### src/rtl/fetch_stage.sv
// rtl/fetch_stage.sv - instruction fetch front end with in-order request tracking and redirect handling
module fetch_stage #(
   parameter logic [31:0] RESET_VEC = 32'h0000_0000,
   parameter int          DEPTH     = 2
) (
   input  logic        clk,
   input  logic        reset,
   output logic        imem_req_valid,
   input  logic        imem_req_ready,
   output logic [31:0] imem_addr,
   input  logic        imem_rsp_valid,
   input  logic [31:0] imem_rsp_data,
   output logic        valid_out,
   input  logic        ready_in,
   output logic [31:0] PC_IF,
   output logic [31:0] IR_IF,
   input  logic        jump_pred_IF,
   input  logic [31:0] jump_addr_IF,
   input  logic        flush_EX,
   input  logic [31:0] jump_addr_EX
);
   localparam int AW = (DEPTH > 1) ? $clog2(DEPTH) : 1;
   localparam int CW = $clog2(DEPTH + 1);

   logic [31:0]   fetch_pc;
   logic [31:0]   pc_q [DEPTH];
   logic [AW-1:0] pq_wr, pq_rd;
   logic [31:0]   fifo_pc [DEPTH];
   logic [31:0]   fifo_ir [DEPTH];
   logic [AW-1:0] of_wr, of_rd;
   logic [CW-1:0] occ, inflight, drop, inflight_n;
   logic [CW:0]   budget;
   logic          req_ok, accept, pop_raw, pop, pred_redirect, push;
   logic          unused_addr_bits;

   assign unused_addr_bits = ^{jump_addr_IF[1:0], jump_addr_EX[1:0]};

   assign valid_out = (occ != '0);
   assign PC_IF     = valid_out ? fifo_pc[of_rd] : 32'h0;
   assign IR_IF     = valid_out ? fifo_ir[of_rd] : 32'h0;

   assign pop_raw       = valid_out && ready_in;
   assign pop           = pop_raw && !flush_EX;
   assign pred_redirect = pop && jump_pred_IF;

   // Count a slot being vacated this cycle so streaming keeps one word per cycle.
   assign budget = {1'b0, inflight} + {1'b0, occ} - (CW+1)'(pop_raw);
   assign req_ok = (budget < (CW+1)'(DEPTH));

   assign imem_req_valid = reset && req_ok;
   assign imem_addr      = fetch_pc;
   assign accept         = req_ok && imem_req_ready;

   assign inflight_n = inflight + CW'(accept) - CW'(imem_rsp_valid);

   // Words arriving in a redirect cycle are always wrong-path and never stored.
   assign push = imem_rsp_valid && (drop == '0) && !flush_EX && !pred_redirect;

   always_ff @(posedge clk or negedge reset) begin
      if (!reset) begin
         fetch_pc <= RESET_VEC;
         pq_wr    <= '0;
         pq_rd    <= '0;
         of_wr    <= '0;
         of_rd    <= '0;
         occ      <= '0;
         inflight <= '0;
         drop     <= '0;
      end else begin
         inflight <= inflight_n;
         if (accept)
            pq_wr <= pq_wr + AW'(1);
         if (imem_rsp_valid)
            pq_rd <= pq_rd + AW'(1);

         if (flush_EX)
            fetch_pc <= {jump_addr_EX[31:2], 2'b00};
         else if (pred_redirect)
            fetch_pc <= {jump_addr_IF[31:2], 2'b00};
         else if (accept)
            fetch_pc <= fetch_pc + 32'd4;

         if (flush_EX || pred_redirect) begin
            drop  <= inflight_n;
            occ   <= '0;
            of_rd <= of_wr;
         end else begin
            if (imem_rsp_valid && (drop != '0))
               drop <= drop - CW'(1);
            if (push)
               of_wr <= of_wr + AW'(1);
            if (pop)
               of_rd <= of_rd + AW'(1);
            occ <= occ + CW'(push) - CW'(pop);
         end
      end
   end

   always_ff @(posedge clk) begin
      if (accept)
         pc_q[pq_wr] <= fetch_pc;
      if (push) begin
         fifo_pc[of_wr] <= pc_q[pq_rd];
         fifo_ir[of_wr] <= imem_rsp_data;
      end
   end

endmodule

### config.mk
export PLATFORM = sky130hd
export DESIGN_NAME = fetch_stage
export DESIGN_NICKNAME = d
export VERILOG_FILES = /design/src/rtl/fetch_stage.sv
export SDC_FILE = /design/constraint.sdc
export NUM_CORES = 1
export LEC_CHECK = 0
export ABC_AREA = 0
export CAP_MARGIN = 0
export CORE_UTILIZATION = 40
export DETAILED_ROUTE_END_ITERATION = 8
export PLACE_DENSITY = 0.75
export SETUP_SLACK_MARGIN = 0.02
export SLEW_MARGIN = 10
export SYNTH_ARGS = -nofsm -noshare
export SYNTH_HDL_FRONTEND = slang
export SYNTH_SLANG_ARGS = --single-unit
### constraint.sdc
create_clock -name clk -period 4.1 [get_ports clk]
set_input_delay 0.41 -clock clk [delete_from_list [all_inputs] [get_ports clk]]
set_output_delay 0.41 -clock clk [all_outputs]
set_load 0.05 [all_outputs]
# ---- Word-level counts from Yosys, hierarchy flattened
# Memories as Yosys holds them, arrays and structs flattened.
# Index checks and enable logic that the tools add are counted.
dict set report totals {
  register_bits 42
  latchBits 0
  ramBits 192
  rom_bits 0
  in_bits 103
  out_inout_bits 98
  memories 3
}
dict set report classes {
  add_sub_neg 12
  multipliers 0
  div_mod_pow 0
  magnitude_cmp 1
  n_eq_ne 0
  shift 0
  mux 14
  bitwise 1
  reduce_logical 19
}
# memory words word_bits rd rd_clocked_by_memory_dff write_ports line
set mem_list {}
lappend mem_list {fifo_ir 2 32 1 0 1 29} ;# logic [31:0] fifo_ir [DEPTH];
lappend mem_list {fifo_pc 2 32 1 0 1 28} ;# logic [31:0] fifo_pc [DEPTH];
lappend mem_list {pc_q 2 32 1 0 1 26} ;# logic [31:0] pc_q [DEPTH];
# op n
set ops {}
lappend ops {{$mux W32} 5}
lappend ops {{$add A32 B3 Y32 const B} 1}
lappend ops {{$logic_and A1 B1 Y1} 9}
lappend ops {{$reduce_bool A2 Y1} 4}
lappend ops {{$mux W1} 6}
lappend ops {{$mux W2} 3}
lappend ops {{$add A1 B1 Y1 const B} 4}
lappend ops {{$add A2 B1 Y2} 2}
lappend ops {{$sub A2 B1 Y2} 2}
lappend ops {{$add A2 B2 Y3} 1}
lappend ops {{$lt A3 B2 Y1 const B} 1}
lappend ops {{$reduce_bool A3 Y1} 1}
lappend ops {{$sub A3 B1 Y3} 1}
lappend ops {{$logic_not A1 Y1} 2}
lappend ops {{$logic_not A2 Y1} 1}
lappend ops {{$reduce_and A2 Y1} 1}
lappend ops {{$sub A2 B1 Y2 const B} 1}
lappend ops {{$logic_or A1 B1 Y1} 1}
lappend ops {{$not A1 Y1} 1}

# ---- Logic depth before layout (Yosys ltp)
dict set report depth {
  depth_word 9
  ltp_mapped 17
  mapped_depth_nobuf 16
}

# ---- Least setup slack after synthesis
# Ideal clock, no wire load.
dict set report synth_path {
  kind {reg-to-reg}
  from {register occ[1]}
  to {memory pc_q[0][10], enable pin}
  arrival_time_ns 4.204
  t_required_ns 3.683
  setup_slack_ns -0.521
  stages_incl_launch_ff 12
  path_buffers 1
  period_less_slack_ns 4.621
  cell_sequence {dfrtp_1 > clkbuf_1 > nor2_1 > inv_1 > and2_1 > ha_1 > nand2b_1 > fa_1 > xnor2_1 > nor2_2 > clkinv_1 > nor2_1}
}
dict set report synth_between {
  elab_chain_len 7
  elab_cells_between_ends 8
  classes_between {add/sub: 2; order compare: 1; mux: 2; reduce/logical: 3}
}
# element line
set synth_rtl {}
lappend synth_rtl {{start, declared} 31} ;# logic [CW-1:0] occ, inflight, drop, inflight_n;
lappend synth_rtl {{start signal, assigned} 94} ;# occ <= occ + CW'(push) - CW'(pop);
lappend synth_rtl {{$reduce_bool A2 Y1} 38} ;# assign valid_out = (occ != '0);
lappend synth_rtl {{via valid_out} 13} ;# output logic valid_out,
lappend synth_rtl {{$logic_and A1 B1 Y1} 42} ;# assign pop_raw = valid_out && ready_in;
lappend synth_rtl {{$sub A3 B1 Y3} 47} ;# assign budget = {1'b0, inflight} + {1'b0, occ} - (CW+1)'(pop_raw);
lappend synth_rtl {{$lt A3 B2 Y1} 48} ;# assign req_ok = (budget < (CW+1)'(DEPTH));
lappend synth_rtl {{$logic_and A1 B1 Y1} 52} ;# assign accept = req_ok && imem_req_ready;
lappend synth_rtl {{$mux W1} 100} ;# if (accept)
lappend synth_rtl {{$mux W1 (not written as such)} 101} ;# pc_q[pq_wr] <= fetch_pc;
lappend synth_rtl {{end, declared} 26}
# The timed path passes the listed nets, and every way through them passes these cells.

# ---- Worst setup path in the final report
dict set report layout_path {
  from {register occ[1]}
  to {register drop[1]}
}
dict set report layout_between {
  elab_chain_len 8
  elab_cells_between_ends 13
  classes_between {add/sub: 4; order compare: 1; mux: 1; reduce/logical: 7}
}
# element line
set layout_rtl {}
lappend layout_rtl {{branches (longest 2 deep; another with $add A2 B2 Y3)} --}
lappend layout_rtl {{$sub A3 B1 Y3 *} 47}
lappend layout_rtl {{$lt A3 B2 Y1 *} 48}
lappend layout_rtl {{$logic_and A1 B1 Y1 *} 52}
lappend layout_rtl {{$add A2 B1 Y2 *} 54} ;# assign inflight_n = inflight + CW'(accept) - CW'(imem_rsp_valid);
lappend layout_rtl {{$sub A2 B1 Y2 *} 54}
lappend layout_rtl {{via inflight_n[1]} 31}
lappend layout_rtl {{$mux W2 *} 83} ;# if (flush_EX || pred_redirect) begin
lappend layout_rtl {{end signal, assigned} 84} ;# drop <= inflight_n;
lappend layout_rtl {{end signal, assigned} 89} ;# drop <= drop - CW'(1);
lappend layout_rtl {{end, declared} 31}
# Mark *: on every way through the listed nets, which the timed path passes.
# A chain may end at the register's enable or synchronous reset.

==> impl_metrics.yaml <==
clock_tree:
  post-cts-setup-buffers: 0
  clockBufferDepth: 3
  cts_sinks: 224
  numCtsBuffers: 24
  cts_resized: 0
  tritoncts: "built"
  clk_pin_slew_ps: 60
  clk_latency_ps: 530
  cts-root-buf: "clkbuf_16"
  cts_hold_buf: 1
  ctsHtreeMaxLevel: 1
synthesis:
  ys_top_cells_by_count: "184 x edfxtp_1, 101 x nor2_1, 66 x mux2i_1"
  synth_edf_count: 184
  synthCells: 709
  synth.area.top_cells: "edfxtp_1 57%, dfrtp_1 10%, mux2i_1 6.8%"
  seq_area_frac_synth_pct: 67.0
  yosysTopAreaCell: "edfxtp_1"
  yosysUniqueCellTypes: 60
  async_reset_ff_share_pct: 17.9
  netlist_area_sq_um: 9740
  synth_top_cell_area_share_pct: 56.7
  synthFlopType: "edfxtp_1"
  avgSynthCellArea_sq_um: 13.7
  ys_seq_elements: 224
  yosysMostFrequentCell: "edfxtp_1"
  yosys_warnings: 0
worst_setup_path:
  ff2ff_path_depth: 16
  path_cells: "nor2_4, inv_1, and2_1, ha_1, nand2b_1, fa_1, xnor2_1, nor2_2, clkinv_1, ha_1, inv_1, ha_1, xnor2_1, xnor2_1, nand2_1, o21ai_0"
  worstPathArrival_ps: 3860
  crit_buf_inv: 3
  slowest_delay_ps: 470
  crit_path_start: "occ[1]"
  endpoint: "drop[1]"
  reg2reg_from: "occ[1]"
  start_kind: "flop"
  r2r_end: "drop[1]"
  critical_path_class: "flop to flop"
  critPathCaptureType: "flop"
  required_ps: 4520
  critical-path-top-delay-family: "adder cells"
  path_depth: 16
  r2r_slack_ps: 660
  cp_max_fo: 6
  crit_slowest_cell: "dfrtp_1"
placed_design:
  gp_congestion: 0.840
  pre_cts_ws_ps: 451
  hpwl_um: 15900
  port_buffers: 192
final_layout:
  areaGrowthSynthToFinish_pct: 32.0
  nNetsFinal: 1018
  fillers: 2018
  diodes: 0
  drive_gt1_share_pct: 11.5
power:
  power_mw: 9.02
  p_sw_share_pct: 38.1
  switching_power_mw: 3.43
  ir_drop_v: 0.000373
  leakage_nw: 4.59
  pwr_density_cell_nw_per_um2: 701
  p_int_mw: 5.58
  comb_power_share_pct: 37.4
  power_frac_clock_pct: 23.4
  p_seq_share_pct: 39.1
routing:
  totalWireLength_um: 23500
  antenna_violating_nets_post_route: 0
  route.detailed.drc: 0
  num_vias: 6473
  dr.pass1.iters: 5
  wl_per_cell_um: 18.9
  drt_iter0_drc: 503
  viasPerCell: 5.21
timing:
  max_freq_mhz: 291
  hold_viol: 0
  relSlewSlack_pct: 45.0
  drv_slew: 0
  period_share_pct: 83.9
  setup_viol: 0
  rsz0062_at_grt: "no"
  post-route-min-period_ps: 3440
  setup_slack_ps: 658
  tightest_slew_ps: 826
  skew_ps: 32.7
floorplanning:
  floorplan.die_area_sq_um: 25000
  core.rowCount: 56
  io_pins: 201
  core_area_sq_um: 23700
  die_h_um: 158
  die_w_um: 158
  start_util_pct: 41.1
run_status:
  status: "finished clean"
worst_hold_path:
  hold_class: "input port to flop"
grt:
  grt_overflow: 0
  grt_pass1_vias: 6307
  grt_pass1_wl_um: 35200
  grt_usage_pct: 18.7
  antenna_found_initial: 0
  grt_max_degree: 65
flow_run:
  max-cap-violations: 0
==> sequential cells by signal (all words and copies together), names as in the netlist <==
| register | cells |
|---|---|
| drop | 2 |
| of_rd | 1 |
| fifo_pc | 60 |
| inflight | 2 |
| pq_rd | 1 |
| fifo_ir | 64 |
| pc_q | 60 |
| pq_wr | 1 |
| imem_addr | 30 |
| occ | 2 |
| of_wr | 1 |
==> power groups by stage <==
stage	logic, mW	clock network, mW	registers, mW
after floorplan	2.10	0	3.68
after global placement	3.34	0	3.55
after detailed placement	3.39	0	3.57
after CTS	3.41	2.16	3.53
after global routing	3.60	2.25	3.59
final	3.38	2.11	3.53
==> how the worst min path moves through the flow <==
stage,from,end,cells past startpoint
global placement,inflight[0],inflight[0],1
floorplan,reset,drop[0],0
CTS,flush_EX,imem_addr[6],5
global route,flush_EX,occ[0],4
finish,flush_EX,imem_addr[6],5
detailed placement,reset,inflight[0],2
==> worst reg2reg max path, cell delays in order, from the launching register on <==
cell and delay, ps:
dfrtp_1 470, nor2_4 140, inv_1 50, and2_1 160, ha_1 260, nand2b_1 160, fa_1 430, xnor2_1 200
nor2_2 150, clkinv_1 250, ha_1 370, inv_1 40, ha_1 170, xnor2_1 130, xnor2_1 210, nand2_1 70
o21ai_0 100
==> through the flow <==
step                      utilization, %  std cells  area (sq um)  setup TNS (ps)  hold slack [ps]
after floorplan                        -        712          9760          -23230              114
after global placement              50.9       1198         12100               0              516
after detailed placement            50.9       1198         12100               0              523
after CTS                           54.3       1242         12900               0              320
after global routing                54.3       1242         12900               0              354
final                               54.3       1242         12900               0              350
==> cell families after synthesis <==
group,Yosys count,share of synthesized area [%]
other,1,0.0385
muxes,98,10.5
DFF,224,67.0
xor gates and xnor gates,28,2.52
buffers and inverters,58,2.56
adders and majority gates,9,1.23
and+or+nand+nor,200,9.97
AOI/OAI and AO/OA,91,6.23
==> routing by layer <==
| layer | track usage [%] | vias to the layer above | wire [um] | share of wire [%] |
|---|---|---|---|---|
| li1 | - | 3024 | - | - |
| met1 | 23.5 | 3133 | 9480 | 40 |
| met2 | 31.8 | 269 | 11300 | 48 |
| met3 | 4.71 | 47 | 2080 | 8.9 |
| met4 | 5.59 | 0 | 561 | 2.4 |
| met5 | 0 | - | 0 | 0 |
==> cells in the final DEF (no fill, tap or decap), types with 11 or more instances in the layout <==
master           count
nand2_1             28
nand3_1             13
o21ai_0             25
nand4_1             16
clkbuf_16           24
nor2_1              97
xor2_1              11
dfrtp_1             39
mux2_2              32
mux2i_1             66
edfxtp_1           184
inv_1               14
buf_4               17
a21oi_1             22
clkdlybuf4s50_1    189
xnor2_1             17
==> cell type report <==
cell class / count / area [sq um] / area share (%)
sequential: 224 / 6530 / 50.8
multi-input combinational: 430 / 3010 / 23.4
clock buffer: 30 / 643 / 5.00
clock inverter: 13 / 144 / 1.12
tap: 319 / 399 / 3.10
inverter: 15 / 56.3 / 0.438
timing repair buffer: 211 / 2080 / 16.2
No activity file was read; power rests on OpenSTA's default activity.
